==> config.mk <==
export PLATFORM = sky130hd
export DESIGN_NAME = dp_control_unit
export DESIGN_NICKNAME = d
export VERILOG_FILES = /design/src/rtl/dp_control_unit_pkg.sv /design/src/rtl/dp_control_unit_cond_check.sv /design/src/rtl/dp_control_unit.sv
export SDC_FILE = /design/constraint.sdc
export NUM_CORES = 1
export LEC_CHECK = 0
export BUFFER_PORTS_ARGS = -buffer_cell sky130_fd_sc_hd__buf_2
export CORE_ASPECT_RATIO = 0.9
export CORE_MARGIN = 8
export CORE_UTILIZATION = 53
export DETAILED_ROUTE_END_ITERATION = 10
export PLACE_DENSITY_LB_ADDON = 0.05
export REMOVE_ABC_BUFFERS = 1
export SYNTH_ARGS = -nofsm -noshare
export SYNTH_HDL_FRONTEND = slang
export SYNTH_SLANG_ARGS = --single-unit
==> constraint.sdc <==
create_clock -name clk -period 5.6 [get_ports clk]
set_input_delay 0.28 -clock clk [delete_from_list [all_inputs] [get_ports clk]]
set_output_delay 0.28 -clock clk [all_outputs]
set_load 0.005 [all_outputs]
==> src/rtl/dp_control_unit_pkg.sv <==
// Shared types and encodings for the data-processing control unit:
// FSM states, shifter op codes, ARM condition codes and compare-class ALU ops.
package dp_control_unit_pkg;

  typedef enum logic [2:0] {
    S_IDLE   = 3'd0,
    S_FETCH  = 3'd1,
    S_WAIT   = 3'd2,
    S_DECODE = 3'd3,
    S_EXEC   = 3'd4,
    S_WB     = 3'd5
  } state_t;

  localparam logic [2:0] SHIFT_LSL = 3'b000;
  localparam logic [2:0] SHIFT_LSR = 3'b010;
  localparam logic [2:0] SHIFT_ASR = 3'b100;
  localparam logic [2:0] SHIFT_ROR = 3'b110;
  localparam logic [2:0] SHIFT_RRX = 3'b111;

  localparam logic [3:0] COND_EQ = 4'b0000;
  localparam logic [3:0] COND_NE = 4'b0001;
  localparam logic [3:0] COND_CS = 4'b0010;
  localparam logic [3:0] COND_CC = 4'b0011;
  localparam logic [3:0] COND_MI = 4'b0100;
  localparam logic [3:0] COND_PL = 4'b0101;
  localparam logic [3:0] COND_VS = 4'b0110;
  localparam logic [3:0] COND_VC = 4'b0111;
  localparam logic [3:0] COND_HI = 4'b1000;
  localparam logic [3:0] COND_LS = 4'b1001;
  localparam logic [3:0] COND_GE = 4'b1010;
  localparam logic [3:0] COND_LT = 4'b1011;
  localparam logic [3:0] COND_GT = 4'b1100;
  localparam logic [3:0] COND_LE = 4'b1101;
  localparam logic [3:0] COND_AL = 4'b1110;
  localparam logic [3:0] COND_NV = 4'b1111;

  // TST/TEQ/CMP/CMN only update flags, never the register file
  localparam logic [3:0] ALU_CMP_LO = 4'b1000;
  localparam logic [3:0] ALU_CMP_HI = 4'b1011;

  function automatic logic [2:0] shift_type_op(input logic [1:0] shift_type);
    case (shift_type)
      2'b00:   return SHIFT_LSL;
      2'b01:   return SHIFT_LSR;
      2'b10:   return SHIFT_ASR;
      default: return SHIFT_ROR;
    endcase
  endfunction

endpackage

==> src/rtl/dp_control_unit_cond_check.sv <==
// ARM condition-field evaluator: combinational cond[3:0] x {N,Z,C,V} -> pass.
module dp_control_unit_cond_check
  import dp_control_unit_pkg::*;
(
  input  logic [3:0] cond,
  input  logic [3:0] nzcv,
  output logic       pass
);

  logic n, z, c, v;
  assign {n, z, c, v} = nzcv;

  always_comb begin
    pass = 1'b0;
    case (cond)
      COND_EQ: pass = z;
      COND_NE: pass = !z;
      COND_CS: pass = c;
      COND_CC: pass = !c;
      COND_MI: pass = n;
      COND_PL: pass = !n;
      COND_VS: pass = v;
      COND_VC: pass = !v;
      COND_HI: pass = c && !z;
      COND_LS: pass = !c || z;
      COND_GE: pass = (n == v);
      COND_LT: pass = (n != v);
      COND_GT: pass = !z && (n == v);
      COND_LE: pass = z || (n != v);
      COND_AL: pass = 1'b1;
      COND_NV: pass = 1'b0;
      default: pass = 1'b0;
    endcase
  end

endmodule

==> src/rtl/dp_control_unit.sv <==
// Multi-cycle controller between fetch_instruction and the register/shifter/ALU
// datapath: fetch handshake, condition check, data-processing decode, counters.
module dp_control_unit
  import dp_control_unit_pkg::*;
#(
  parameter int FETCH_TIMEOUT = 16,
  parameter int CNT_W         = 16
) (
  input  logic             clk,
  input  logic             rst,
  input  logic [31:0]      IR,
  input  logic             W_IR_valid,
  input  logic [3:0]       NZCV,
  output logic             write_ir,
  output logic             write_pc,
  output logic [3:0]       r_addr_a,
  output logic [3:0]       r_addr_b,
  output logic [3:0]       r_addr_c,
  output logic [3:0]       w_addr,
  output logic             write_reg,
  output logic             write_nzcv,
  output logic [3:0]       ALU_OP,
  output logic [2:0]       SHIFT_OP,
  output logic [7:0]       Shift_Num,
  output logic [31:0]      imm_data,
  output logic             b_sel,
  output logic             num_sel,
  output logic             busy,
  output logic             undef,
  output logic             fetch_err,
  output logic [CNT_W-1:0] retired_cnt,
  output logic [CNT_W-1:0] skipped_cnt
);

  localparam int              WAIT_W    = $clog2(FETCH_TIMEOUT) + 1;
  localparam logic [WAIT_W-1:0] WAIT_LAST = WAIT_W'(FETCH_TIMEOUT - 1);

  state_t            state, state_next;
  logic [31:0]       ir_q;
  logic [WAIT_W-1:0] wait_cnt;
  logic              s_q;
  logic              cond_pass;
  logic              is_undef;
  logic              is_cmp;
  logic [2:0]        shift_op_d;
  logic [7:0]        shift_num_d;
  logic              b_sel_d;
  logic              num_sel_d;

  dp_control_unit_cond_check u_cond (
    .cond (ir_q[31:28]),
    .nzcv (NZCV),
    .pass (cond_pass)
  );

  // Anything outside class 00, or a register-shift form with bit7 set (multiply/extra load-store space)
  assign is_undef = (ir_q[27:26] != 2'b00) || (!ir_q[25] && ir_q[7] && ir_q[4]);
  assign is_cmp   = (ALU_OP >= ALU_CMP_LO) && (ALU_OP <= ALU_CMP_HI);

  always_ff @(posedge clk or negedge rst) begin
    if (!rst) state <= S_IDLE;
    else      state <= state_next;
  end

  always_comb begin
    state_next = state;
    write_ir   = 1'b0;
    write_pc   = 1'b0;
    write_reg  = 1'b0;
    write_nzcv = 1'b0;
    busy       = 1'b1;
    case (state)
      S_IDLE: begin
        busy       = 1'b0;
        state_next = S_FETCH;
      end
      S_FETCH: begin
        write_ir   = 1'b1;
        write_pc   = 1'b1;
        state_next = S_WAIT;
      end
      S_WAIT: begin
        if (W_IR_valid)                 state_next = S_DECODE;
        else if (wait_cnt == WAIT_LAST) state_next = S_FETCH;
      end
      S_DECODE: begin
        if (!cond_pass || is_undef) state_next = S_FETCH;
        else                        state_next = S_EXEC;
      end
      S_EXEC: state_next = S_WB;
      S_WB: begin
        write_reg  = !is_cmp;
        write_nzcv = s_q;
        state_next = S_FETCH;
      end
      default: state_next = S_IDLE;
    endcase
  end

  always_comb begin
    shift_op_d  = SHIFT_LSL;
    shift_num_d = 8'd0;
    b_sel_d     = 1'b0;
    num_sel_d   = 1'b0;
    if (ir_q[25]) begin
      b_sel_d     = 1'b1;
      shift_op_d  = SHIFT_ROR;
      shift_num_d = {3'b000, ir_q[11:8], 1'b0};
    end else if (ir_q[4]) begin
      shift_op_d = shift_type_op(ir_q[6:5]);
      num_sel_d  = 1'b1;
    end else begin
      shift_op_d  = shift_type_op(ir_q[6:5]);
      shift_num_d = {3'b000, ir_q[11:7]};
      // An encoded amount of 0 means RRX for ROR and a full 32-bit shift for LSR/ASR
      if (ir_q[11:7] == 5'd0) begin
        if (shift_op_d == SHIFT_ROR)
          shift_op_d = SHIFT_RRX;
        else if (shift_op_d == SHIFT_LSR || shift_op_d == SHIFT_ASR)
          shift_num_d = 8'd32;
      end
    end
  end

  always_ff @(posedge clk or negedge rst) begin
    if (!rst) begin
      ir_q        <= '0;
      wait_cnt    <= '0;
      s_q         <= 1'b0;
      r_addr_a    <= '0;
      r_addr_b    <= '0;
      r_addr_c    <= '0;
      w_addr      <= '0;
      ALU_OP      <= '0;
      SHIFT_OP    <= '0;
      Shift_Num   <= '0;
      imm_data    <= '0;
      b_sel       <= 1'b0;
      num_sel     <= 1'b0;
      undef       <= 1'b0;
      fetch_err   <= 1'b0;
      retired_cnt <= '0;
      skipped_cnt <= '0;
    end else begin
      case (state)
        S_FETCH: wait_cnt <= '0;
        S_WAIT: begin
          wait_cnt <= wait_cnt + WAIT_W'(1);
          if (W_IR_valid)                 ir_q      <= IR;
          else if (wait_cnt == WAIT_LAST) fetch_err <= 1'b1;
        end
        S_DECODE: begin
          if (!cond_pass) begin
            skipped_cnt <= skipped_cnt + CNT_W'(1);
          end else if (is_undef) begin
            undef <= 1'b1;
          end else begin
            r_addr_a  <= ir_q[19:16];
            r_addr_b  <= ir_q[3:0];
            r_addr_c  <= ir_q[11:8];
            w_addr    <= ir_q[15:12];
            ALU_OP    <= ir_q[24:21];
            s_q       <= ir_q[20];
            imm_data  <= {24'd0, ir_q[7:0]};
            SHIFT_OP  <= shift_op_d;
            Shift_Num <= shift_num_d;
            b_sel     <= b_sel_d;
            num_sel   <= num_sel_d;
          end
        end
        S_WB: retired_cnt <= retired_cnt + CNT_W'(1);
        default: ;
      endcase
    end
  end

endmodule

Yosys cells after proc, flatten, opt, wreduce, memory -nomap -nowiden
Index checks and enable logic that the tools add are counted.

Input port bits: 39. Logic and storage cells: 109. Flip-flop bits (word level): 116. Output and inout bits: 104.

$lt $le $gt $ge: 2. Equal/unequal tests: 29. Bitwise logic cells: 3. Mux-type cells: 25. Add/subtract/negate cells: 3. Reduce and logical (&&, ||, !) cells: 29.

Operators by type and width (number): $add A16 B1 Y16 const B (2); $eq A4 B4 Y1 const B (8); $mux W6 (5); $mux W3 (9); $eq A4 B3 Y1 const B (4); $pmux W1 S16 (1); $pmux W3 S5 (1); $eq A3 B3 Y1 const B (4); $pmux W5 S2 (1); $eq A3 B2 Y1 const B (3); $pmux W3 S3 (1); $reduce_and A3 Y1 (3); $eq A4 B2 Y1 const B (2); $logic_not A1 Y1 (7); $mux W1 (7); $add A5 B1 Y5 const B (1); $eq A5 B4 Y1 const B (1); $logic_and A1 B1 Y1 (5); $logic_not A5 Y1 (1); $logic_or A1 B1 Y1 (5); $eq A4 B1 Y1 const B (1); $ge A4 B4 Y1 const B (1); $le A4 B4 Y1 const B (1); $logic_not A4 Y1 (1); other kinds (12) (16).

Depth between registers and ports, before layout
Word-level depth: 11. Depth in mapped cells: 8. Gate-level depth less buffers: 7.

By module
From an unflattened synthesis, not the netlist that was laid out.

Cell total of the unflattened synthesis: 419. Area, all modules: 5112.4 um2.

By module, submodules not included: dp_control_unit (instances 1, cells an instance 396, area each 4957.3 um2, seq. area each 2752.6 um2); dp_control_unit_cond_check (instances 1, cells an instance 23, area each 155.1 um2, seq. area each 0.0 um2).

Least setup slack after synthesis
OpenSTA, ideal clock, no wires.

Kind: reg2reg. Start point: register ir_q[28]. End point: register ALU_OP[3]. Setup slack: 3224 ps. Buffers on the path: 2. Data arrival time: 2251 ps. Cell stages (with the launch flop): 9. Data required time: 5475 ps. Path through: dfrtp_1 > clkbuf_1 > nor3_2 > nand2_1 > a311oi_2 > o31ai_4 > a211oi_4 > buf_8 > mux2_4.

Word-level cells in the longest chain between the ends: 3. Elaborated cells on any way between the ends: 18. Those cells by class: eq/ne: 15; mux: 1; reduce/logical: 2.

Ends and longest elaborated chain: start: declaration (line dp_control_unit.sv:39) `logic [31:0] ir_q;`; start signal: assignment (line dp_control_unit.sv:127) `ir_q <= '0;`; start signal: assignment (line dp_control_unit.sv:149) `if (W_IR_valid) ir_q <= IR;`; $eq A4 B4 Y1, or another cell as far along (line dp_control_unit_cond_check.sv:15) `case (cond)`; $pmux W1 S16 (*) (line dp_control_unit_cond_check.sv:15); $reduce_and A3 Y1 (no source line) (*); end signal: assignment (line dp_control_unit.sv:162) `ALU_OP <= ir_q[24:21];`; end: declaration (line dp_control_unit.sv:22) `output logic [3:0] ALU_OP,`.

Mark *: on every way between the ends. The rest lies on a longest branch, timed or not. A chain may end at the register's enable or synchronous reset.

Worst setup path after layout
Start point: register state[0]. End point: register w_addr[0].

Word-level cells in the longest chain between the ends: 2.

Ends and longest elaborated chain: start: declaration (line dp_control_unit.sv:38) `state_t state, state_next;`; start signal: assignment (line dp_control_unit.sv:62) `else state <= state_next;`; $eq A3 B2 Y1 (line dp_control_unit.sv:145) `case (state)`; $reduce_and A3 Y1 (no source line); end signal: assignment (line dp_control_unit.sv:161) `w_addr <= ir_q[15:12];`; end: declaration (line dp_control_unit.sv:19) `output logic [3:0] w_addr,`.

No other way between the ends.

==> flow_summary.ini <==
[drt]
antenna_left = 0
first_pass_iters = 4
wl_per_cell_um = 16.1
wirelength_um = 10700
drc = 0
drt-initial-drc-count = 263
routed_via_density = 5.11
via_count = 3405

[power]
switchingPower_uw = 1010
power.density_nw_per_um2 = 482
p_sw_frac = 0.355
power_frac_seq = 0.470
power_uw = 2860
power_leakage_uw = 0.00286
internal_power_uw = 1840
power_frac_clock = 0.174
comb_power_share = 0.356
ir_worst_vdd_mv = 0.271

[run]
maxCapViolCount = 0

[synthesis]
synthFlopType = dfrtp_1
synth_warnings = 0
syn_area_um2 = 5190
yosysSeqAreaShare = 0.531
yosysTopAreaCellShare = 0.531
synth_cell_types = 48
syn_inst = 427
synth-edff-count = 0
ys_top_cells_by_area = dfrtp_1 (53%), mux2_2 (8.7%), mux2_4 (6.4%)
syn_avg_cell_area_um2 = 12.1
async_flop_share = 1.00
synth_seq_cells = 110
synth_top_cell_by_area = dfrtp_1

[cells_and_area]
syn2layout_area_growth_pct = 14.3
final_common_cell = buf_2
final_cells = 666
final_cell_mix = buf_2 (115), dfrtp_1 (110), mux2_2 (40)
fin_area_um2 = 5930
fin_util = 0.617
drive_gt1_frac = 0.381
num_antenna_cells = 0
nets = 580

[grt]
grt_usage = 0.160
antenna_found_initial = 0
grt_pass1_wl_um = 17000
grt_max_degree = 61
overflow = 0
grt_pass1_vias = 3357

[clock_tree]
clkSlewWorstSetupHoldPaths_ns = 0.11
htreeDepth = 3
worstSkewPairLatency_ns = 0.37
cts.sinks = 110
cts_tree = yes
clockBufferDepth = 2
post_cts_resized = 0
cts-root-buf = clkbuf_8
postCtsSetupRepairBufs = 0
numCtsBuffers = 9

[sta]
slew_headroom = 0.446
min_period_ns = 2.92
fin_crit_sh = 0.522
tightest_slew_ns = 0.831
max_freq_mhz = 342
slew_violations = 0
setup_viol = 0
setup_tns_ns = 0
skew_ns = 0.0136
rsz0062_at_grt = no
finalHoldViolCount = 0

[place]
hpwl_um = 7800
placed_cell_area_um2 = 5710
port_buffers = 116
dp_cells = 649
place_congestion = 0.762

[die]
die-area_um2 = 13200
coreArea_um2 = 9610
io_pins = 143
die_h_um = 110
rows = 34
die_w_um = 120
start_util = 0.540

[setup_path]
cp-start-kind = flop
cpMaxStageDelayCell = dfrtp_1
path_class = reg2reg
slowest_delay_ns = 0.62
path_delay_family = simple AND/OR/NAND/NOR gates
path_common_cell = nand2_1
crit_fanout = 37
r2r_slack_ns = 2.68
crit_buf_inv = 1
cp-end-kind = flop
critPathArrivalTime_ns = 3.17
worstPathCellList = nand2_1, nor2_1, nand2_1, a211oi_4, buf_4, mux2_2
required_ns = 5.85

[status]
outcome = finished, final reports clean

[worst_hold_path]
holdCritPathClass = in2reg
## cells by family after synthesis
group / after synthesis / share of synthesized area
xor+xnor: 32 / 0.0540
mux: 67 / 0.160
compound gates: 36 / 0.0528
fa+ha+maj: 6 / 0.0145
other cells: 1 / 0.000723
buf+inv: 62 / 0.0733
flops: 110 / 0.531
simple gates: 113 / 0.114
## synthesized netlist by cell type, types with 10 or more instances
master and number:
clkbuf_1 12, dfrtp_1 110, xnor2_1 18, nand3_1 14
xor2_1 14, nand4_1 12, inv_1 15, mux2_2 40
nor3_1 12, nand2_1 29, o21ai_0 10, mux2_4 22
buf_4 31, nor2_1 13
## what timing repair did
item | CTS | global route
hold buffers | 1 | 0
endpoints found under the setup margin | 0 | 0
hold endpoints to repair | 50 | 0
## layout make-up
class | count | area, µm²
inverters | 15 | 56.3
repair buffers | 119 | 608
clock inverters | 6 | 76.3
well taps | 126 | 158
flip-flops and latches | 110 | 2750
multi-input cells | 280 | 2150
clock buffers | 10 | 128
fillers | 806 | 3690
## power groups by stage
stage | clock network, µW | logic (µW) | registers [µW]
after detailed placement | 0 | 1030 | 1360
after CTS | 509 | 1030 | 1340
after global placement | 0 | 995 | 1350
final | 496 | 1020 | 1340
after floorplan | 0 | 674 | 1310
after global routing | 540 | 1130 | 1390
## sequential cells by signal, summed over array words and instances (netlist names), 3 cells and up
name,count
ir_q,32
retired_cnt,16
skipped_cnt,16
Shift_Num,6
imm_data,5
wait_cnt,5
ALU_OP,4
r_addr_a,4
r_addr_c,4
w_addr,4
SHIFT_OP,3
r_addr_b,3
state,3
## tightest hold or removal path: stages
cell	delay (ns)
buf_2	0.07
nand2_1	0.03
o21ai_0	0.06
## path summary, 6_finish.rpt
| check | startpoint | to | cells past startpoint |
|---|---|---|---|
| setup / recovery | state[0] | w_addr[0] | 6 |
| hold / removal | IR[5] | ir_q[5] | 3 |
| setup reg to reg | state[0] | w_addr[0] | 6 |
| hold reg to reg | skipped_cnt[15] | skipped_cnt[15] | 1 |
| max in group asynchronous | rst | ir_q[20] | 3 |
| min in group asynchronous | rst | skipped_cnt[2] | 2 |
## metal layers
| metal | track usage | up-vias | wire (µm) |
|---|---|---|---|
| li1 | - | 1645 | - |
| met1 | 0.215 | 1662 | 4840 |
| met2 | 0.246 | 94 | 5060 |
| met3 | 0.0580 | 4 | 758 |
| met4 | 0.0347 | 0 | 46 |
| met5 | 0 | - | 0 |
## through the flow
stage	hold slack, ns	setup WS (ns)
floorplan	-0.0156	2.41
global placement	0.336	2.81
detailed placement	0.344	2.72
CTS	0.0972	2.68
global route	0.0955	2.47
finish	0.117	2.68
Note: power is estimated with default switching activity, not from simulation.
